## src/rtl/text_pixel_renderer.sv

```systemverilog
// Text pixel renderer: font ROM addressing, glyph bit select, 1x/2x/4x scaling and palette
// mapping with syncs delayed to match. Optional blink attribute enabled by TEXT_BLINK_EN.
module text_pixel_renderer #(
    parameter logic [11:0] BG_RGB       = 12'h000,
    parameter int          BLINK_FRAMES = 30
) (
    input  logic        clk,
    input  logic        reset,
    input  logic [9:0]  pixelx,
    input  logic [9:0]  pixely,
    input  logic        video_on,
    input  logic        hsync_in,
    input  logic        vsync_in,
    input  logic [10:0] rom_addr,
    input  logic [1:0]  font_size,
    input  logic [3:0]  color_addr,
    output logic [10:0] font_addr,
    input  logic [7:0]  font_data,
    output logic [11:0] rgb,
    output logic        hsync_out,
    output logic        vsync_out
);

    function automatic logic [11:0] palette(input logic [3:0] idx);
        case (idx)
            4'd0:  palette = 12'h000;
            4'd1:  palette = 12'hFFF;
            4'd2:  palette = 12'hF00;
            4'd3:  palette = 12'h0F0;
            4'd4:  palette = 12'h00F;
            4'd5:  palette = 12'hFF0;
            4'd6:  palette = 12'h0FF;
            4'd7:  palette = 12'hF0F;
            4'd8:  palette = 12'h444;
            4'd9:  palette = 12'h888;
            4'd10: palette = 12'h800;
            4'd11: palette = 12'h080;
            4'd12: palette = 12'h008;
            4'd13: palette = 12'h880;
            4'd14: palette = 12'h088;
            default: palette = 12'h808;
        endcase
    endfunction

    // The incoming row bits are recomputed from the scaled pixel row.
    logic unused_rom_row;
    assign unused_rom_row = ^rom_addr[3:0];

    logic [1:0] shift_amt;
    logic [9:0] sx;
    logic [9:0] sy;

    assign shift_amt = (font_size == 2'd3) ? 2'd0 : font_size;
    assign sx        = pixelx >> shift_amt;
    assign sy        = pixely >> shift_amt;

    logic [10:0] font_addr_reg;
    logic [2:0]  bitsel_s1_reg, bitsel_s2_reg;
    logic [3:0]  color_s1_reg, color_s2_reg;
    logic        von_s1_reg, von_s2_reg;
    logic [11:0] rgb_reg, rgb_next;

    always_ff @(posedge clk) begin
        if (reset) begin
            font_addr_reg <= '0;
            bitsel_s1_reg <= '0;
            color_s1_reg  <= '0;
            von_s1_reg    <= 1'b0;
            bitsel_s2_reg <= '0;
            color_s2_reg  <= '0;
            von_s2_reg    <= 1'b0;
            rgb_reg       <= '0;
        end else begin
            font_addr_reg <= {rom_addr[10:4], sy[3:0]};
            bitsel_s1_reg <= sx[2:0];
            color_s1_reg  <= color_addr;
            von_s1_reg    <= video_on;
            bitsel_s2_reg <= bitsel_s1_reg;
            color_s2_reg  <= color_s1_reg;
            von_s2_reg    <= von_s1_reg;
            rgb_reg       <= rgb_next;
        end
    end

    assign font_addr = font_addr_reg;
    assign rgb       = rgb_reg;

    // Three-deep delay per sync line; reset holds them inactive (high).
    logic [1:0] sync_in;
    logic [1:0] sync_out;
    assign sync_in = {vsync_in, hsync_in};

    genvar gi;
    generate
        for (gi = 0; gi < 2; gi++) begin : g_sync
            logic [2:0] pipe_reg;
            always_ff @(posedge clk) begin
                if (reset) pipe_reg <= 3'b111;
                else       pipe_reg <= {pipe_reg[1:0], sync_in[gi]};
            end
            assign sync_out[gi] = pipe_reg[2];
        end
    endgenerate

    assign hsync_out = sync_out[0];
    assign vsync_out = sync_out[1];

    logic        pix_on;
    logic [11:0] fg_rgb;
    logic        blink_hide;

    assign pix_on = font_data[3'd7 - bitsel_s2_reg];

`ifdef TEXT_BLINK_EN
    logic       vsync_prev_reg;
    logic [7:0] frame_cnt_reg;
    logic       blink_phase_reg;

    always_ff @(posedge clk) begin
        if (reset) begin
            vsync_prev_reg  <= 1'b1;
            frame_cnt_reg   <= '0;
            blink_phase_reg <= 1'b1;
        end else begin
            vsync_prev_reg <= vsync_in;
            if (vsync_prev_reg && !vsync_in) begin
                if (frame_cnt_reg == 8'(BLINK_FRAMES - 1)) begin
                    frame_cnt_reg   <= '0;
                    blink_phase_reg <= ~blink_phase_reg;
                end else begin
                    frame_cnt_reg <= frame_cnt_reg + 8'd1;
                end
            end
        end
    end

    assign fg_rgb     = palette({1'b0, color_s2_reg[2:0]});
    assign blink_hide = color_s2_reg[3] && !blink_phase_reg;
`else
    localparam int unused_blink_frames = BLINK_FRAMES;
    assign fg_rgb     = palette(color_s2_reg);
    assign blink_hide = 1'b0;
`endif

    always_comb begin
        rgb_next = 12'h000;
        if (!von_s2_reg)
            rgb_next = 12'h000;
        else if (pix_on && !blink_hide)
            rgb_next = fg_rgb;
        else
            rgb_next = BG_RGB;
    end

endmodule

```

## config.mk

```make
export PLATFORM = sky130hd
export DESIGN_NAME = text_pixel_renderer
export DESIGN_NICKNAME = d
export VERILOG_FILES = /design/src/rtl/text_pixel_renderer.sv
export SDC_FILE = /design/constraint.sdc
export NUM_CORES = 1
export LEC_CHECK = 0
export BUFFER_PORTS_ARGS = -buffer_cell sky130_fd_sc_hd__buf_4
export CORE_MARGIN = 1.5
export CORE_UTILIZATION = 30
export DETAILED_ROUTE_END_ITERATION = 8
export SETUP_SLACK_MARGIN = 0.4
export SLEW_MARGIN = 0
export SYNTH_ARGS = -nofsm -noshare
export SYNTH_HDL_FRONTEND = slang
export SYNTH_SLANG_ARGS = --single-unit
export TNS_END_PERCENT = 100
```

## constraint.sdc

```tcl
create_clock -name clk -period 3.86 [get_ports clk]
set_clock_uncertainty 0.2 [all_clocks]
set_input_delay 0.579 -clock clk [delete_from_list [all_inputs] [get_ports clk]]
set_output_delay 0.579 -clock clk [all_outputs]
set_load 0.03 [all_outputs]
```

==> results.txt, run 1 <==
----------------------------------------------------
[Yosys]
  Biggest area consumer among synthesized cells ... dfxtp_1
  Cell types occupying the most area after synthesis ... dfxtp_1, nor2b_1, a211oi_1, mux2i_1, ha_1
  Count of flip-flops with a built-in enable after synthesis ... 0
  Synthesized net count ... around 200
  Count of different cell masters after synthesis ... 24
  Post-Syn Area ... 0.001560 mm²
  Synth warnings ... 0
  Syn Area/Cell ... about 11 µm²
  Most frequent cell after synthesis ... dfxtp_1
  Gate count of the mapped netlist ... about 150
  Sequential element share of the synthesized area ... approximately 54%
  Area share of the largest cell type after synthesis ... a little over half
  Synth async-reset ratio ... 0%
  Main flop type after synthesis ... dfxtp_1
  Top cell types by occurrence after synthesis ... dfxtp_1, nor2b_1, a211oi_1, mux2i_1, nor2_1
  Flop and latch count out of synthesis ... 42

[Die]
  Number of placement rows ... 26
  Std-Cell Core Area ... approximately 0.0051 mm²
  Width of the die ... 75.12 µm
  Height of the chip ... ~75 µm
  I/O pin count ... 75
  Die Outline Area ... roughly 0.0056 mm²
  Initial Utilization ... roughly 31%

[Final layout]
  Antenna Diode Count ... 0
  Post-layout util ... between 40% and 50%
  Total of fill cells in the finished design ... roughly 520
  Flip-flop count of the largest register after layout ... 11
  Share of layout cells above drive strength 1 ... a little under two fifths
  Sequential Area ... 840.8 µm²
  Final layout net count ... ~260
  Synthesis-to-layout area growth ... 38.89%
  Multi-input combinational cell area ... 653.1 µm²
  Fin area ... between 0.002 and 0.0025 mm²

[Place]
  Buffers on Ports ... slightly above 60
  Final HPWL from detailed placement ... between 1500 and 2000 µm
  Gpl congestion ... around 0.7
  Cell Area, Placed ... 0.002054 mm²

[Critical path]
  Launch point of the critical path ... rgb[1]
  Buffers plus inverters on the worst setup path ... 1
  Cells along the critical path ... buf_4
  Critical path required time ... a little over 3 ns
  CP max stage cell ... dfxtp_1
  Biggest fanout along the worst timing path ... 2
  Kind of cell adding the most delay to the critical path ... flip-flops
  Critical Path Source Type ... flop
  Start of the worst register-to-register path ... color_s2_reg[0]
  Max stage delay on crit path ... about 0.33 ns
  Worst setup path class ... flop to output pin
  Arrival time at the worst endpoint ... just under 0.8 ns
  Setup crit end kind ... output pin

[CTS]
  Number of instances resized during post-cts repair ... 0
  Number of clock sinks ... 42
  TritonCTS Buffers ... 5
  Insertion delay to the later sink of the worst-skew pair ... ~0.29 ns
  Clock Root Buffer ... clkbuf_8
  Buffers from clock root to sink, at most ... 2
  H-tree level count ... 2
  CTS Hold Buffers Added ... 0
  # Post-CTS Setup Buffers ... 0
  Clock tree from TritonCTS ... yes
  Clock-pin slew on the worst setup and hold paths ... 0.08 ns

[Global route]
  Total track usage ... 10.71%
  Initial antenna violation count ... 0
  Vias in the first global route ... 1064
  GR Overflow Total ... 0
  Largest net degree at the start of global routing ... 35
  Wire length of the first global-routing pass ... around 4500 µm

[STA]
  Max Transition Viols Final ... 0
  Final hold slack ... roughly 0.21 ns
  Number of setup violations in the final report ... 0
  Total Negative Setup Slacks ... 0 ns
  Period utilization ... slightly above 40%
  Max_slew headroom ... 77.28%
  RSZ-0062 raised after global routing ... no
  Shortest clock period the worst path allows after layout ... roughly 1.6 ns
  FMAX ... roughly 640 MHz
  Final Hold Viols ... 0
  Transition time at the pin with the least slew margin ... 0.3408 ns

[Route]
  DRC ... 0
  Initial DRC count ... 15
  Initial DRT Pass Iterations ... 3
  Total via count in the routed design ... between 1000 and 1500
  Drt wl/cell ... roughly 9.9 µm
  Sum of routed wire length over all layers ... roughly 2700 µm
  Routed Antenna Nets ... 0
  Via-per-instance ratio ... between 4 and 5

[Run]
  Max Cap Viol ... 0

[Power and ir drop]
  Total Power ... ~0.00092 W
  Leakage dissipation ... about 0.91 nW
  Worst IR drop on VDD ... between 0.15 and 0.2 mV
  Total power per unit cell area ... between 400 and 500 mW/mm²

[Min path]
  Class of the most critical hold timing path ... flop to flop
  Origin of the worst min-delay path ... g_sync[0].pipe_reg[0]

[Run status]
  Result of the run ... finished, final reports clean

----------------------------------------------------
-- final cells by class --
class | instances | share of cell area (%)
clock inverters | 1 | 1.386
well taps | 70 | 4.042
clock buffers | 6 | 3.811
inverters | 4 | 0.6928
flip-flops and latches | 42 | 38.80
multi-input cells | 92 | 30.14
repair buffers | 61 | 21.13
-- placed cells by master, fill, tap and decap left out --
cell type  Yosys  routed
nor2_1         7       7
buf_4          3      61
a2bb2oi_4      1       1
dfxtp_1       42      42
nor2b_1       28      28
mux2_2         1       1
a31oi_1        2       2
a21oi_1        5       5
a211oi_1      14      14
clkbuf_8       0       6
bufinv_16      0       1
nand4_2        1       1
nand3_2        1       1
inv_1          4       4
nand2_1        3       3
or2_2          6       6
nor3_1         3       3
o21ai_0        3       3
nand3b_1       2       2
mux2i_1        9       9
nand2b_1       2       2
mux2_4         1       1
ha_1           3       3
-- stage by stage --
step,std cells,setup WS [ns]
global route,276,2.197
global placement,269,2.202
CTS,276,2.283
detailed placement,269,2.192
floorplan,148,2.333
finish,276,2.303
-- power breakdown --
part           internal (W)  switching [W]  leakage, nW
clock              0.000207       0.000139       0.0573
combinational     0.0000607      0.0000550        0.511
sequential         0.000452     0.00000765        0.346
-- path summary, 6_finish.rpt --
kind                                         endpoint  slack, ns  cells after the start
worst min-delay path            g_sync[0].pipe_reg[1]       0.21                      1
worst min register to register  g_sync[0].pipe_reg[1]       0.21                      1
worst max-delay path                           rgb[0]       2.30                      1
worst max register to register                rgb[10]       2.34                      6
-- logic make-up after synthesis --
kind of cell,count (synthesis),synth area share (%)
mux,11,7.458
compound gates,25,11.79
fa+ha+maj,3,2.406
buf+inv,14,4.249
flops,42,53.89
simple gates,53,20.21
-- per-layer routing --
layer | GRT usage (%) | share of wire (%) | vias to the layer above
li1 | - | - | 610
met1 | 12.05 | 44 | 500
met2 | 17.01 | 43 | 49
met3 | 5.355 | 11 | 5
met4 | 4.848 | 1.9 | 0
met5 | 0 | 0 | -
Note: power is estimated with default switching activity, not from simulation.
==> run 2: changes to the inputs <==
- ABC_AREA: unset -> 1
- clock period: 3.86 -> 1.3 ns (I/O delays scaled with it)
==> run 2 against run 1 <==
The run now ends with hold timing left; critical path depth increased by 5; synthesized cell count increased by 31%; design area increased by 17%; synthesized area decreased by 0.32%; global-route usage increased by 0.51 points; setup slack got worse by 2.3 ns; non-clock buffer count increased by 5; register-to-register slack got worse by 2.3 ns; worst hold slack got worse by 0.33 ns; sequential share of layout area decreased by 3.8 points; clock power increased to 3.5 times the previous value; routed wire length increased by 8.1%; highest routed layer unchanged.
==> results.txt, run 2 <==
----------------------------------------------------
[Yosys]
  Cell types occupying the most area after synthesis ... dfxtp_1, inv_1, nor2_1, nand2_1, o21bai_1
  Syn Area/Cell ... 8.017 µm² (-24%)
  Biggest area consumer among synthesized cells ... dfxtp_1
  Main flop type after synthesis ... dfxtp_1
  Area share of the largest cell type after synthesis ... 54.06% (+0.17 points)
  Count of flip-flops with a built-in enable after synthesis ... 0 (unchanged)
  Sequential element share of the synthesized area ... 54.06% (+0.17 points)
  Flop and latch count out of synthesis ... 42 (unchanged)
  Post-Syn Area ... 0.001555 mm² (-0.32%)
  Gate count of the mapped netlist ... 194 (+31%)
  Top cell types by occurrence after synthesis ... dfxtp_1, inv_1, nor2_1, nand2_1, o21ai_0
  Count of different cell masters after synthesis ... 22 (-8.3%)
  Synth async-reset ratio ... 0% (unchanged)
  Synthesized net count ... 247 (+23%)
  Synth warnings ... 0 (unchanged)

[Die]
  Number of placement rows ... 26 (unchanged)
  Initial Utilization ... 30.84% (+0.099 points)
  Die Outline Area ... 0.005625 mm² (-0.31%)
  I/O pin count ... 75 (unchanged)
  Width of the die ... 75 µm (-0.15%)
  Std-Cell Core Area ... 0.005042 mm² (-0.64%)
  Height of the chip ... 75 µm (-0.15%)

[Min path]
  Origin of the worst min-delay path ... vsync_in
  Class of the most critical hold timing path ... primary input to flop
  Cell count of the worst hold path ... 2 (+1)
  Hold EP ... g_sync[1].pipe_reg[0]

[Critical path]
  Most frequent cell on the critical path ... nor2_1
  Critical Path Source Type ... flop
  RR Endpoint ... rgb[6]
  Setup crit end kind ... flop
  Cells along the critical path ... inv_4, ha_4, a21oi_2, nor2_2, nor2_1, nor2_1
  Biggest fanout along the worst timing path ... 3 (+1)
  Max stage delay on crit path ... 0.35 ns (+0.02 ns)
  Critical path required time ... 1.29 ns (-1.79 ns)
  Worst r2r path cells ... 6 (unchanged)
  CP max stage cell ... dfxtp_2
  Start of the worst register-to-register path ... color_s2_reg[1]
  Arrival time at the worst endpoint ... 1.28 ns (+0.50 ns)
  Worst setup path class ... flop to flop
  Worst setup slack for register-to-register paths ... 0.01 ns (-2.33 ns)

[Final layout]
  Most common cell after layout, fill and taps aside ... buf_4
  Final layout net count ... 313 (+21%)
  Antenna Diode Count ... 0 (unchanged)
  Fin area ... 0.002534 mm² (+17%)
  Synthesis-to-layout area growth ... 62.91%
  Flip-flop count of the largest register after layout ... 11 (unchanged)
  Share of layout cells above drive strength 1 ... 54.02% (+16 points)
  Highest-count cells in the layout ignoring fill and taps ... buf_4, inv_1, nor2_1
  Total of fill cells in the finished design ... 490 (-6.0%)

[CTS]
  H-tree level count ... 2 (unchanged)
  Clock Root Buffer ... clkbuf_8
  Number of clock sinks ... 42 (unchanged)
  Clock-pin slew on the worst setup and hold paths ... 0.08 ns (about the same)
  TritonCTS Buffers ... 5 (unchanged)
  Buffers from clock root to sink, at most ... 2 (unchanged)
  Insertion delay to the later sink of the worst-skew pair ... 0.29 ns (about the same)
  Clock tree from TritonCTS ... yes

[Power and ir drop]
  Switching power ... 0.0006905 W (+240%)
  Worst IR drop on VDD ... 0.8194 mV (+410%)
  Internal power ... 0.002323 W (+220%)
  Total Power ... 0.003014 W (+230%)
  Leakage dissipation ... 1.214 nW (+33%)
  Clk network pwr share ... 40.4% (+2.8 points)
  Part of the total power dissipated in sequential elements ... 45.5% (-4.4 points)
  Total power per unit cell area ... 1190 mW/mm² (+180%)
  Switching part of the total ... 22.91% (+0.99 points)
  Comb pwr share ... 14.1% (+1.5 points)

[STA]
  Shortest clock period the worst path allows after layout ... roughly 1.3 ns
  Final Hold Viols ... 15 (+15)
  FMAX ... approximately 800 MHz
  RSZ-0062 raised after global routing ... yes
  Total Negative Setup Slacks ... 0 ns (unchanged)
  Number of setup violations in the final report ... 0 (unchanged)
  Crit path setup slack, layout ... 0.01445 ns (-2.289 ns)
  Final hold slack ... -0.1178 ns (-0.3281 ns)
  Max_slew headroom ... 79.69% (+2.4 points)
  Period utilization ... a little over nine tenths
  Transition time at the pin with the least slew margin ... 0.3043 ns (-0.03645 ns)
  Max Transition Viols Final ... 0 (unchanged)

[Route]
  Routed Antenna Nets ... 0 (unchanged)
  Sum of routed wire length over all layers ... 2960 µm (+8.1%)
  Total via count in the routed design ... 1325 (+14%)
  Initial DRC count ... 30 (+15)
  Drt wl/cell ... 8.943 µm (-9.8%)
  Via-per-instance ratio ... 4.003 (-5.1%)
  Initial DRT Pass Iterations ... 3 (unchanged)
  DRC ... 0 (unchanged)

[Global route]
  Wire length of the first global-routing pass ... 4719 µm (+4.3%)
  GR Overflow Total ... 0 (unchanged)
  Initial antenna violation count ... 0 (unchanged)
  Largest net degree at the start of global routing ... 16 (-54%)
  Total track usage ... 11.21% (+0.51 points)
  Vias in the first global route ... 1158 (+8.8%)

[Place]
  Cell Area, Placed ... 0.002111 mm² (+2.7%)
  Buffers on Ports ... 61 (unchanged)
  Final HPWL from detailed placement ... 1937 µm (-0.65%)
  Gpl congestion ... 0.7264 (+3.3%)
  Pre-CTS setup slack ... 0.03325 ns (-2.159 ns)

[Run status]
  Result of the run ... finished, violations left
  Failing checks ... hold timing

[Run]
  Max Cap Viol ... 0 (unchanged)

----------------------------------------------------
## run 2: cell count changes after synthesis, sizes merged, moves of 3 or more
cell and delta:
nor2 +33, nand3 +6, nand2 +18, inv +40
nor3 -3, mux2i -9, nor2b -28, o21ai +8
o21bai +6, a211oi -14
## run 2: timing repair
| item | 4_1_cts | 5_1_grt |
|---|---|---|
| cloned | 1 | 0 |
| buffers inserted | 3 | 0 |
| endpoints found under the setup margin | 36 | 40 |
| pin swaps | 9 | 7 |
| resized for setup | 49 | 34 |
| endpoints found under the hold margin | 15 | 15 |
## run 2: layer usage
metal / global-route usage, % / share of wire, %
met1: 11.33 / 39
met5: 0 / 0
met3: 5.622 / 7.3
met2: 19.27 / 52
met4: 5.253 / 1.7
## run 2: critical path, delay by kind of cell (launching register included)
| kind | cells | cell delay [ns] |
|---|---|---|
| adders and majority gates | 1 | 0.24 |
| and+or+nand+nor | 3 | 0.18 |
| DFF | 1 | 0.35 |
| buffers and inverters | 1 | 0.05 |
| AOI/OAI and AO/OA | 1 | 0.16 |
## run 2: layout make-up
cell class / instances / area, µm² / area share [%]
clock buffers: 5 / 68.82 / 2.716
repair buffers: 66 / 593.1 / 23.41
flip-flops and latches: 42 / 885.9 / 34.96
clock inverters: 3 / 68.82 / 2.716
inverters: 44 / 181.4 / 7.160
well taps: 70 / 87.58 / 3.457
multi-input cells: 101 / 648.1 / 25.58
## run 2: cell families after synthesis
| logic type | share of synthesized area, % |
|---|---|
| AND/OR/NAND/NOR | 20.84 |
| buffers and inverters | 14.00 |
| flip-flops | 54.06 |
| AO/OA/AOI/OAI | 8.689 |
| adder cells (fa/ha/maj) | 2.414 |
## run 2: worst max-delay path by stage
| stage | from | endpoint | slack, ns | cells past startpoint |
|---|---|---|---|---|
| 4_1_cts | color_s2_reg[1] | rgb[2] | 0.04 | 8 |
| 3_5_place_dp | color_s2_reg[0] | rgb[10] | 0.03 | 6 |
| 3_3_place_gp | color_s2_reg[1] | rgb[10] | 0.04 | 6 |
| 2_1_floorplan | color_s2_reg[1] | rgb[10] | 0.09 | 6 |
| 5_1_grt | color_s2_reg[1] | rgb[2] | -0.07 | 8 |
| 6_report | color_s2_reg[1] | rgb[6] | 0.01 | 6 |
## run 2: stage by stage
stage | cells | utilization [%]
after floorplan | 194 | -
after global placement | 319 | 41.86
after detailed placement | 319 | 41.86
after CTS | 331 | 47.97
after global routing | 331 | 50.25
final | 331 | 50.25
## run 2: power by group through the flow
stage	combinational, W	clock, W	sequential, W
4_1_cts	0.000391	0.00127	0.00137
3_5_place_dp	0.000355	0	0.00139
6_report	0.000423	0.00122	0.00137
5_1_grt	0.000467	0.00131	0.00138
2_1_floorplan	0.000163	0	0.00144
3_3_place_gp	0.000351	0	0.00139
